File: src/rtl/exec_unit_pipe.sv
// Registered execute stage with valid/ready handshake, iterative shift-add multiplier and branch target.
// Define EXEC_OVERFLOW_FLAG_EN to add the Overflow output and the double-width multiply accumulator.
module exec_unit_pipe #(
   parameter int WIDTH     = 32,
   parameter int IMM_W     = 16,
   parameter int TGT_SHIFT = 2
) (
   input  logic             clk,
   input  logic             rst_n,
   input  logic             in_valid,
   output logic             in_ready,
   input  logic [WIDTH-1:0] pc_inc,
   input  logic [WIDTH-1:0] busA,
   input  logic [WIDTH-1:0] busB,
   input  logic [IMM_W-1:0] imm,
   input  logic             ExtOp,
   input  logic             ALUSrc,
   input  logic [2:0]       ALUctr,
   input  logic             MulOp,
   output logic             out_valid,
   input  logic             out_ready,
   output logic [WIDTH-1:0] ALUout,
   output logic             Zero,
   output logic [WIDTH-1:0] Target
`ifdef EXEC_OVERFLOW_FLAG_EN
   ,
   output logic             Overflow
`endif
);

   typedef enum logic {
      S_IDLE = 1'b0,
      S_MUL  = 1'b1
   } state_e;

   localparam int CNT_W = (WIDTH > 1) ? $clog2(WIDTH) : 1;
`ifdef EXEC_OVERFLOW_FLAG_EN
   localparam int ACC_W = 2 * WIDTH;
`else
   localparam int ACC_W = WIDTH;
`endif

   localparam logic [2:0] OP_ADD  = 3'b000;
   localparam logic [2:0] OP_SUB  = 3'b001;
   localparam logic [2:0] OP_AND  = 3'b010;
   localparam logic [2:0] OP_OR   = 3'b011;
   localparam logic [2:0] OP_XOR  = 3'b100;
   localparam logic [2:0] OP_SLT  = 3'b101;
   localparam logic [2:0] OP_SLTU = 3'b110;
   localparam logic [2:0] OP_NOR  = 3'b111;

   state_e             state_q;
   logic               out_valid_q;
   logic [WIDTH-1:0]   alu_q;
   logic               zero_q;
   logic [WIDTH-1:0]   target_q;
   logic [CNT_W-1:0]   cnt_q;
   logic [ACC_W-1:0]   acc_q;
   logic [ACC_W-1:0]   mcand_q;
   logic [WIDTH-1:0]   mplier_q;
   logic [ACC_W-1:0]   acc_d;

   logic               accept;
   logic [WIDTH-1:0]   ext_imm;
   logic [WIDTH-1:0]   opb;
   logic [WIDTH-1:0]   sum;
   logic [WIDTH-1:0]   diff;
   logic [WIDTH-1:0]   alu_res;
   logic [WIDTH-1:0]   target_calc;

   assign in_ready = (state_q == S_IDLE) && (!out_valid_q || out_ready);
   assign accept   = in_valid && in_ready;

   assign ext_imm     = ExtOp ? {{(WIDTH-IMM_W){imm[IMM_W-1]}}, imm}
                              : {{(WIDTH-IMM_W){1'b0}}, imm};
   assign opb         = ALUSrc ? ext_imm : busB;
   assign sum         = busA + opb;
   assign diff        = busA - opb;
   assign target_calc = (ext_imm << TGT_SHIFT) + pc_inc;

   // One shift-add step: accumulate the shifted multiplicand when the current multiplier bit is set.
   assign acc_d = mplier_q[0] ? (acc_q + mcand_q) : acc_q;

   always_comb begin
      // NOTE: assign a default before the case so every path drives alu_res and no latch is inferred.
      alu_res = '0;
      case (ALUctr)
         OP_ADD:  alu_res = sum;
         OP_SUB:  alu_res = diff;
         OP_AND:  alu_res = busA & opb;
         OP_OR:   alu_res = busA | opb;
         OP_XOR:  alu_res = busA ^ opb;
         OP_SLT:  alu_res = {{(WIDTH-1){1'b0}}, ($signed(busA) < $signed(opb))};
         OP_SLTU: alu_res = {{(WIDTH-1){1'b0}}, (busA < opb)};
         OP_NOR:  alu_res = ~(busA | opb);
         default: alu_res = '0;
      endcase
   end

`ifdef EXEC_OVERFLOW_FLAG_EN
   logic alu_ovf;
   logic mul_ovf;
   logic ovf_q;

   always_comb begin
      alu_ovf = 1'b0;
      if (ALUctr == OP_ADD)
         alu_ovf = (busA[WIDTH-1] == opb[WIDTH-1]) && (sum[WIDTH-1] != busA[WIDTH-1]);
      else if (ALUctr == OP_SUB)
         alu_ovf = (busA[WIDTH-1] != opb[WIDTH-1]) && (diff[WIDTH-1] != busA[WIDTH-1]);
   end

   assign mul_ovf  = |acc_d[ACC_W-1:WIDTH];
   assign Overflow = ovf_q;

   always_ff @(posedge clk or negedge rst_n) begin
      if (!rst_n) begin
         ovf_q <= 1'b0;
      end else if (state_q == S_IDLE) begin
         if (accept && !MulOp)
            ovf_q <= alu_ovf;
      end else if (cnt_q == CNT_W'(WIDTH-1)) begin
         ovf_q <= mul_ovf;
      end
   end
`endif

   // NOTE: sequential state uses non-blocking assignments so every register samples pre-edge values.
   always_ff @(posedge clk or negedge rst_n) begin
      if (!rst_n) begin
         state_q     <= S_IDLE;
         out_valid_q <= 1'b0;
         alu_q       <= '0;
         zero_q      <= 1'b0;
         target_q    <= '0;
         cnt_q       <= '0;
         acc_q       <= '0;
         mcand_q     <= '0;
         mplier_q    <= '0;
      end else begin
         case (state_q)
            S_IDLE: begin
               if (accept) begin
                  target_q <= target_calc;
                  if (MulOp) begin
                     out_valid_q <= 1'b0;
                     acc_q       <= '0;
                     mcand_q     <= ACC_W'(busA);
                     mplier_q    <= opb;
                     cnt_q       <= '0;
                     state_q     <= S_MUL;
                  end else begin
                     out_valid_q <= 1'b1;
                     alu_q       <= alu_res;
                     zero_q      <= (alu_res == '0);
                  end
               end else if (out_ready) begin
                  out_valid_q <= 1'b0;
               end
            end
            S_MUL: begin
               acc_q    <= acc_d;
               mcand_q  <= mcand_q << 1;
               mplier_q <= mplier_q >> 1;
               cnt_q    <= cnt_q + CNT_W'(1);
               if (cnt_q == CNT_W'(WIDTH-1)) begin
                  alu_q       <= acc_d[WIDTH-1:0];
                  zero_q      <= (acc_d[WIDTH-1:0] == '0);
                  out_valid_q <= 1'b1;
                  state_q     <= S_IDLE;
               end
            end
            default: state_q <= S_IDLE;
         endcase
      end
   end

   assign out_valid = out_valid_q;
   assign ALUout    = alu_q;
   assign Zero      = zero_q;
   assign Target    = target_q;

endmodule

File: config.mk
export PLATFORM = sky130hd
export DESIGN_NAME = exec_unit_pipe
export DESIGN_NICKNAME = d
export VERILOG_FILES = /design/src/rtl/exec_unit_pipe.sv
export SDC_FILE = /design/constraint.sdc
export NUM_CORES = 1
export LEC_CHECK = 0
export ABC_CLOCK_PERIOD_IN_PS = 5550
export CAP_MARGIN = 10
export CORE_MARGIN = 2
export CORE_UTILIZATION = 50
export DETAILED_ROUTE_END_ITERATION = 6
export PLACE_DENSITY = 0.72
export REMOVE_ABC_BUFFERS = 1
export SYNTH_ARGS = -nofsm -noshare
export SYNTH_HDL_FRONTEND = slang
export SYNTH_SLANG_ARGS = --single-unit
File: constraint.sdc
create_clock -name clk -period 5.55 [get_ports clk]
set_input_delay 1.11 -clock clk [delete_from_list [all_inputs] [get_ports clk]]
set_output_delay 1.11 -clock clk [all_outputs]
set_load 0.005 [all_outputs]
-- After elaboration in Yosys (flattened, before gate mapping)
Cells that the tools add are included.
- output and inout bits: 67
- bits in writable memories: 0
- memory bits (read-only): 0
- word-level logic and storage cells: 78
- input bits: 122
- register bits after elaboration: 168
- latch bits: 0
- memories kept: 0
- bitwise operators: 5
- equality and inequality tests: 13
- shift-type cells: 0
- divide/modulo/power cells: 0
- $add $sub $neg: 5
- order comparisons: 2
- multiplexer cells: 33
- $mul: 0
- reduce and logical (&&, ||, !) cells: 11
- operator list (kind ; number):
    two-way mux 32 bit ; 12
    one-hot mux 32 bit (2 select lines) ; 4
    one-hot mux 32 bit (8 select lines) ; 1
    adder 32 bit ; 3
    logical NOT 32 bit ; 2
    < comparator 32 bit ; 2
    bitwise AND 32 bit ; 1
    NOT 32 bit ; 1
    OR 32 bit ; 1
    subtractor 32 bit ; 1
    XOR 32 bit ; 1
    equality test 3 bit (second input constant) ; 4
    two-way mux 1 bit ; 10
    two-way mux 5 bit ; 2
    one-hot mux 5 bit (2 select lines) ; 1
    equality test 3 x 2 -> 1 bit (second input constant) ; 2
    inequality test 2 bit (second input constant) ; 3
    one-hot mux 1 bit (2 select lines) ; 3
    AND reduction 2 bit ; 3
    adder 5 x 1 -> 5 bit (second input constant) ; 1
    equality test 5 bit (second input constant) ; 1
    equality test 3 x 1 -> 1 bit (second input constant) ; 1
    logical NOT 3 bit ; 1
    inequality test 3 bit (second input constant) ; 1
    other kinds (6) ; 7

-- Longest topological paths before layout
Gate-level depths: netlist of the first run.
- word-level depth: 9
- depth in mapped cells: 19
- mapped depth without buffers: 17

-- Worst setup path after synthesis of the first run
OpenSTA, ideal clock, no wires.
- path kind: input -> register
- start: in ALUSrc
- end: reg zero_q, in the netlist Zero
- library setup time: 0.095 ns
- setup slack: 0.263 ns
- arrival time: 5.191 ns
- buffers on the path: 3
- data required time: 5.455 ns
- stages on the path: 17
- cells stage by stage: clkbuf_1 -> clkbuf_1 -> mux2i_1 -> ha_1 -> buf_2 -> or4_1 -> or4_1 -> a211oi_2 -> nor2_1 -> and3_1 -> mux2i_1 -> a211o_1 -> a221oi_1 -> nand4b_1 -> nor3_1 -> a31oi_1 -> o31ai_1
- word-level cells in the longest chain between the ends: 8
- RTL lines (item ; line ; text):
    start: declaration ; 17 ; input logic ALUSrc,
    two-way mux 32 bit (*) ; 76 ; assign opb = ALUSrc ? ext_imm : busB;
    branches (longest 2 deep; another with subtractor 32 bit) ; - ;
    one-hot mux 32 bit (8 select lines) (*) ; 87 ; case (ALUctr)
    logical NOT 32 bit (*) ; 155 ; zero_q <= (alu_res == '0);
    two-way mux 1 bit (*) ; 145 ; if (MulOp) begin
    two-way mux 1 bit (*) ; 143 ; if (accept) begin
    one-hot mux 1 bit (2 select lines) (*) ; 141 ; case (state_q)
    end signal: assignment ; 155 ;
    end signal: assignment ; 168 ; zero_q <= (acc_d[WIDTH-1:0] == '0);
    end: declaration ; 55 ; logic zero_q;
Mark *: on every way between the ends. The select of a mux whose other input is x is not followed.
A chain may end at the register's enable or synchronous reset.

-- Worst setup path after layout of the first run
Ends and elaborated chain as after synthesis.

==> key figures, run 1 <==
Outcome
  – Status: completed

Timing
  – Min Tclk post-route: around 5100 ps
  – Final setup fails: 0
  – Fmax: approximately 190 MHz
  – Setup tns final: 0 ps
  – Max-slew violations: 0
  – Unrepaired setup endpoints after global routing: false
  – Layout Skew: approximately 14 ps
  – Worst Tran Pin Value: ~1200 ps
  – Final Hold Fails: 0
  – Slew margin rel.: about a fifth
  – Final period util: between 90% and 100%

Final layout
  – Final #Nets: around 2600
  – Area occupied by registers: 0.004205 mm²
  – Area of the multi-input gates: between 0.01 and 0.015 mm²
  – Antenna Cells: 0
  – Final core utilization: between 60 and 70%
  – Layout cell share with drive strength beyond 1: a little over 9%
  – Area Overhead vs Synth: 21.75%
  – Fillers: 2929

Pwr
  – Leakage: approximately 0.009 µW
  – Power per cell area: 477.0 mW/mm²
  – Switch share: between 40 and 50%
  – Internal power: a little over 5000 µW
  – Comb pwr share: a little over three fifths
  – Worst-case vdd ir drop: around 520 µV
  – Flop pwr share: approximately a quarter
  – Clock group share of total power: between 10% and 20%
  – NetSw: 4333 µW

Synthesis
  – Post-synthesis sequential area ratio: 25.81%
  – Most frequent cell after synthesis: nor2_1
  – Cell Area, Synth: ~0.016 mm²
  – Synth unique cells: between 90 and 100
  – Synth area leader: dfrtp_1
  – Seq cells post-synth: between 150 and 200
  – Top post-synthesis cells by count: nor2_1 (227), nand2_1 (199), dfrtp_1 (168)
  – Synth top area cells: dfrtp_1 (26%), ha_1 (12%), nor2_1 (5.2%)
  – Post-Synthesis Cells: 2083
  – Ys flop type: dfrtp_1
  – Synth Warn #: 0
  – Synthesized area per cell: 7.819 µm²
  – Share of the synthesized area in the top cell type: roughly a quarter
  – Async SR Flop Fraction: 100.0%
  – EDFF count, synth: 0

Clock network
  – TritonCTS clock tree: yes
  – Sink Count: between 150 and 200
  – Post-CTS Hold Buffers: 0
  – CTS Buffer Depth: 2
  – Setup Fix Bufs, Post-CTS: 0
  – Worst-skew pair later-pin latency: 460 ps
  – H-Tree Depth: 4
  – Clk Tree Root Cell: clkbuf_16
  – Post_cts resized: 0
  – CTS Buf Count: 17
  – Clk slew on worst S/H paths: approximately 70 ps

Worst hold path
  – Hold Crit Endpoint: Target[27]$_DFFE_PN0P_
  – HP Class: flip-flop to flip-flop
  – HP Start: Target[27]$_DFFE_PN0P_
  – Hold depth: 2

Flow run
  – Max cap viols: 0

Global routing
  – Largest net degree at the start of global routing: between 90 and 100
  – Grt ovf: 0
  – Vias in the first global route: roughly 16000
  – Initial antenna violation count: 0
  – First-pass GRT wire length: 91.49 mm
  – Total Routing Usage GR: 34.71%

Route
  – Routed WL: 58.55 mm
  – 1st-iter DRT viols: about 1600
  – Drt pass-1 iters: 7
  – WL/cell: between 20 and 25 µm
  – Routed vias: approximately 17000
  – DRC viols: 0
  – Detail Route Antenna Nets: 0
  – DR vias/cell: just over 6

Critical path
  – Reg-to-reg critical path endpoint: Zero$_DFFE_PN0P_
  – Critical Path End Type: flip-flop
  – Startpoint Class: input port
  – Flop2flop setup slack: 1150 ps
  – Worst EP required: 5910 ps
  – CP max FO: 13
  – Critical path type: input port to flip-flop
  – R2r worst-path depth: 14
  – Worst Setup SP: ALUSrc
  – Crit path DAT: 5510 ps
  – Worst r2r src: acc_q[0]$_DFFE_PN0P_

Place
  – Post-DP HPWL: roughly 45 mm
  – Count of buffers from port buffering: around 190
  – GPL Wtd Cong: about 1

Die
  – Top-level port count: between 150 and 200
  – Die Area: 0.03403 mm²
  – Die Wd: between 150 and 200 µm
  – Row count: 66
  – Die Y: between 150 and 200 µm
  – Starting Density: between 50% and 60%
  – Core box area: ~0.032 mm²
==> power by group through the flow <==
stage | Combinational [µW] | Clock [µW] | Sequential, µW
2_1_floorplan | 3870 | 0 | 2230
3_3_place_gp | 5720 | 0 | 2250
3_5_place_dp | 5840 | 0 | 2260
4_1_cts | 5880 | 1270 | 2250
5_1_grt | 6580 | 1320 | 2320
6_report | 5960 | 1250 | 2250
==> through the flow <==
stage                     total power, µW  std cells  setup slack (ps)  area (µm²)  hold WS [ps]
after floorplan                      6101       1967             50.72       15840         462.8
after global placement               7969       2718            -150.5       19220         454.7
after detailed placement             8098       2718            -148.3       19220         461.0
after CTS                            9403       2750             334.2       19820         477.4
after global routing                10230       2750             153.4       19830         487.1
final                                9459       2750             400.6       19830         477.8
==> registers in the layout, indices dropped and copies added (netlist names) <==
signal,count
cnt_q,5
state_q,1
Target,32
mcand_q,32
Zero,1
mplier_q,32
out_valid,1
acc_q,32
ALUout,32
==> placed cells by master (no fill, tap or decap), drive strengths merged, types with 13 or more instances in the layout <==
cell type        n
nand3           36
a21oi          162
and3            20
xnor2           54
o21bai          15
dfrtp          168
nand2          199
buf            124
xor2            37
o22ai           53
nand4           13
a211oi          19
mux2            16
clkbuf          19
nor2b           21
a211o           15
nor2           228
or3             13
nor3            36
o21a            26
a22oi           14
and2            16
o31ai           13
inv            149
mux2i           40
clkdlybuf4s50  185
o21ai          138
ha             158
o211ai          24
a21o            47
a31oi           36
a221oi          42
nand2b          19
==> final cells by class <==
class | instances | share of cell area [%]
clock inverters | 13 | 0.7951
repair buffers | 309 | 14.09
well taps | 442 | 2.789
inverters | 144 | 2.726
flip-flops and latches | 168 | 21.21
multi-input cells | 1655 | 56.16
clock buffers | 19 | 2.234
==> layer usage <==
| layer | share of wire [%] | global-route usage (%) | wire length, µm | vias to the layer above |
|---|---|---|---|---|
| met5 | 0 | 0 | 0 | - |
| met4 | 3.0 | 12.42 | 1772 | 0 |
| met3 | 9.4 | 7.508 | 5475 | 99 |
| met2 | 44 | 53.80 | 25650 | 812 |
| met1 | 44 | 47.57 | 25650 | 8145 |
| li1 | - | - | - | 7986 |
==> cells by family (layout without fill, tap and decap cells) <==
group | after synthesis | after routing | synth area share [%]
adder cells (fa/ha/maj) | 163 | 163 | 12.69
AO/OA/AOI/OAI | 696 | 696 | 28.62
buffers and inverters | 260 | 485 | 6.069
XOR/XNOR | 91 | 91 | 4.894
AND/OR/NAND/NOR | 649 | 649 | 18.32
multiplexers | 56 | 56 | 3.588
flip-flops | 168 | 168 | 25.81
==> worst max-delay path by stage <==
| stage | to | slack (ps) | cells past startpoint |
|---|---|---|---|
| after detailed placement | Zero$_DFFE_PN0P_ | -150 | 19 |
| after global placement | Zero$_DFFE_PN0P_ | -150 | 19 |
| after global routing | Zero$_DFFE_PN0P_ | 150 | 17 |
| after CTS | Zero$_DFFE_PN0P_ | 330 | 19 |
| final | Zero$_DFFE_PN0P_ | 400 | 18 |
| after floorplan | Zero$_DFFE_PN0P_ | 50 | 8 |
==> critical path, stage by stage <==
cell and delay, ps:
clkdlybuf4s50_1 510, buf_4 210, mux2i_1 400, ha_1 350, buf_4 200, a21oi_1 240
a21oi_1 110, o21ai_0 440, nand2_1 130, a221o_1 340, a21oi_1 300, nand4_1 160
nor4_1 260, buf_4 160, nand4b_1 130, nor3_1 240, a31oi_1 110, o31ai_1 100
No activity file was read; power rests on OpenSTA's default activity.
==> run 2, diff against run 1 <==
Settings changed: SETUP_SLACK_MARGIN from default to 0.5.
==> key figures, run 2 (synthesized netlist as in run 1, its figures left out) <==
Outcome
  – Status: completed (unchanged)

Clock network
  – CTS Buf Count: 17 (unchanged)
  – Worst-skew pair later-pin latency: 460 ps (about the same)
  – CTS Buffer Depth: 2 (unchanged)
  – Clk slew on worst S/H paths: 70 ps (about the same)
  – H-Tree Depth: 4 (unchanged)
  – Post-CTS Hold Buffers: 0 (unchanged)
  – Clk Tree Root Cell: clkbuf_16 (unchanged)
  – Sink Count: 168 (unchanged)
  – TritonCTS clock tree: yes (unchanged)

Route
  – DR vias/cell: 6.195 (was 6.197)
  – WL/cell: 21.41 µm (was 21.29 µm)
  – DRC viols: 0 (unchanged)
  – Drt pass-1 iters: 5 (was 7)
  – Routed WL: 58.93 mm (was 58.55 mm)
  – Detail Route Antenna Nets: 0 (unchanged)
  – 1st-iter DRT viols: 1681 (was 1576)
  – Routed vias: 17060 (was 17040)

Critical path
  – Reg-to-reg critical path endpoint: Zero$_DFFE_PN0P_ (unchanged)
  – CP max FO: 4 (was 13)
  – Crit path DAT: 5180 ps (was 5510 ps)
  – Startpoint Class: input port (unchanged)
  – Flop2flop setup slack: 1150 ps (about the same)
  – Critical path type: input port to flip-flop (unchanged)
  – R2r worst-path depth: 14 (unchanged)
  – Critical Path End Type: flip-flop (unchanged)
  – Worst r2r src: acc_q[0]$_DFFE_PN0P_ (unchanged)
  – Worst EP required: 5910 ps (about the same)

Global routing
  – Initial antenna violation count: 0 (unchanged)
  – Vias in the first global route: 16330 (was 16320)
  – Largest net degree at the start of global routing: 96 (unchanged)
  – Grt ovf: 0 (unchanged)
  – Total Routing Usage GR: 34.71% (unchanged)
  – First-pass GRT wire length: 91.49 mm (unchanged)

Worst hold path
  – HP Class: flip-flop to flip-flop (unchanged)
  – Hold depth: 2 (unchanged)
  – Hold Crit Endpoint: Target[27]$_DFFE_PN0P_ (unchanged)
  – HP Start: Target[27]$_DFFE_PN0P_ (unchanged)

Die
  – Die Wd: 184.5 µm (unchanged)
  – Die Y: 184.5 µm (unchanged)
  – Core box area: 0.03229 mm² (unchanged)
  – Row count: 66 (unchanged)
  – Top-level port count: 189 (unchanged)
  – Die Area: 0.03403 mm² (unchanged)
  – Starting Density: 50.44% (unchanged)

Place
  – Post-placement cell area: 0.01922 mm² (unchanged)
  – Count of buffers from port buffering: 188 (unchanged)
  – Post-DP HPWL: 45.01 mm (unchanged)
  – GPL Wtd Cong: 1.015 (unchanged)

Timing
  – Final Hold Fails: 0 (unchanged)
  – Worst Tran Pin Value: 1199 ps (about the same)
  – Unrepaired setup endpoints after global routing: false (unchanged)
  – Final period util: 86.75% (was 92.78%)
  – Slew margin rel.: 19.81% (was 19.78%)
  – Max-slew violations: 0 (unchanged)
  – Min Tclk post-route: 4814 ps (was 5149 ps)
  – Fmax: 207.7 MHz (was 194.2 MHz)
  – Final setup fails: 0 (unchanged)
  – Hold slack: 479.3 ps (was 477.8 ps)
  – Layout Skew: 12.82 ps (was 13.51 ps)

Final layout
  – Final #Nets: 2582 (was 2579)
  – Commonest non-fill, non-tap cell in the layout: nor2_1 (unchanged)
  – Area Overhead vs Synth: 23.01% (was 21.75%)
  – Layout cell share with drive strength beyond 1: 10.34% (was 9.055%)
  – Fin area: 0.02003 mm² (was 0.01983 mm²)
  – Most frequent cells in the layout: nor2_1 (224), nand2_1 (196), clkdlybuf4s50_1 (184) (was nor2_1 (225), nand2_1 (196), clkdlybuf4s50_1 (185))
  – Antenna Cells: 0 (unchanged)

Pwr
  – Power per cell area: 474.0 mW/mm² (was 477.0 mW/mm²)
  – Leakage: 0.008993 µW (was 0.008951 µW)
  – Total power: 9496 µW (was 9459 µW)
  – Worst-case vdd ir drop: 520.9 µV (was 521.0 µV)

Flow run
  – Max cap viols: 0 (unchanged)
==> run 2: cell types whose count changed in the layout (fill, tap and decap cells not counted), moves of 3 or more <==
cell,delta
a21oi_1,-8
a21oi_2,+7
mux2i_1,-4
mux2i_2,+3
==> run 2: worst max-delay path: stages <==
cell and delay, ps:
clkdlybuf4s50_1 500, mux2i_1 90, buf_4 170, inv_1 70
ha_1 180, inv_1 70, fa_1 430, nand2b_1 170
a221oi_2 100, buf_4 180, o211ai_1 300, nand3_1 140
o41ai_2 300, mux2i_1 160, o22ai_1 380, and4_1 250
nand4b_1 150, nor3_2 220, a31oi_1 110, o31ai_1 90
==> run 2: metrics by stage <==
stage                     instances  utilization [%]  TNS, ps  setup WS [ps]
after floorplan                1967                -        0          50.72
after global placement         2718            59.53   -150.5         -150.5
after detailed placement       2718            59.53   -148.3         -148.3
after CTS                      2750            61.42        0          508.4
after global routing           2753            62.05        0          557.1
final                          2753            62.05        0          735.6
==> run 2: metal layers <==
layer  share of wire [%]  track usage [%]  vias up
li1                    -                -     7993
met1                  44            47.62     8140
met2                  44            53.80      815
met3                 9.1            7.429      108
met4                 3.1            12.42        0
met5                   0                0        -
==> run 2: layout make-up <==
type,instances,area [µm²]
fill,2913,12250
multi-input combinational,1655,11310
sequential,168,4205
timing repair buffer,312,2824
tap,442,553.0
inverter,144,540.5
clock buffer,19,442.9
clock inverter,13,157.7
==> run 2: what timing repair did <==
| action | in CTS | in global routing |
|---|---|---|
| setup endpoints to repair | 1 | 10 |
| gates resized for setup | 2 | 38 |
| setup buffers | 0 | 2 |
| pin swaps | 0 | 6 |
| cloned | 0 | 1 |
==> run 2: worst max-delay path by stage <==
stage,start,cells past startpoint,to
after floorplan,state_q$_DFF_PN0_,8,Zero$_DFFE_PN0P_
after global placement,ALUSrc,19,Zero$_DFFE_PN0P_
after detailed placement,ALUSrc,19,Zero$_DFFE_PN0P_
after CTS,ALUSrc,18,Zero$_DFFE_PN0P_
after global routing,imm[0],20,Zero$_DFFE_PN0P_
final,imm[0],20,Zero$_DFFE_PN0P_
==> run 2: power breakdown <==
part           switching, µW  internal, µW
Sequential               421          1830
Clock                    565           690
Combinational           3370          2620
Total                   4360          5140
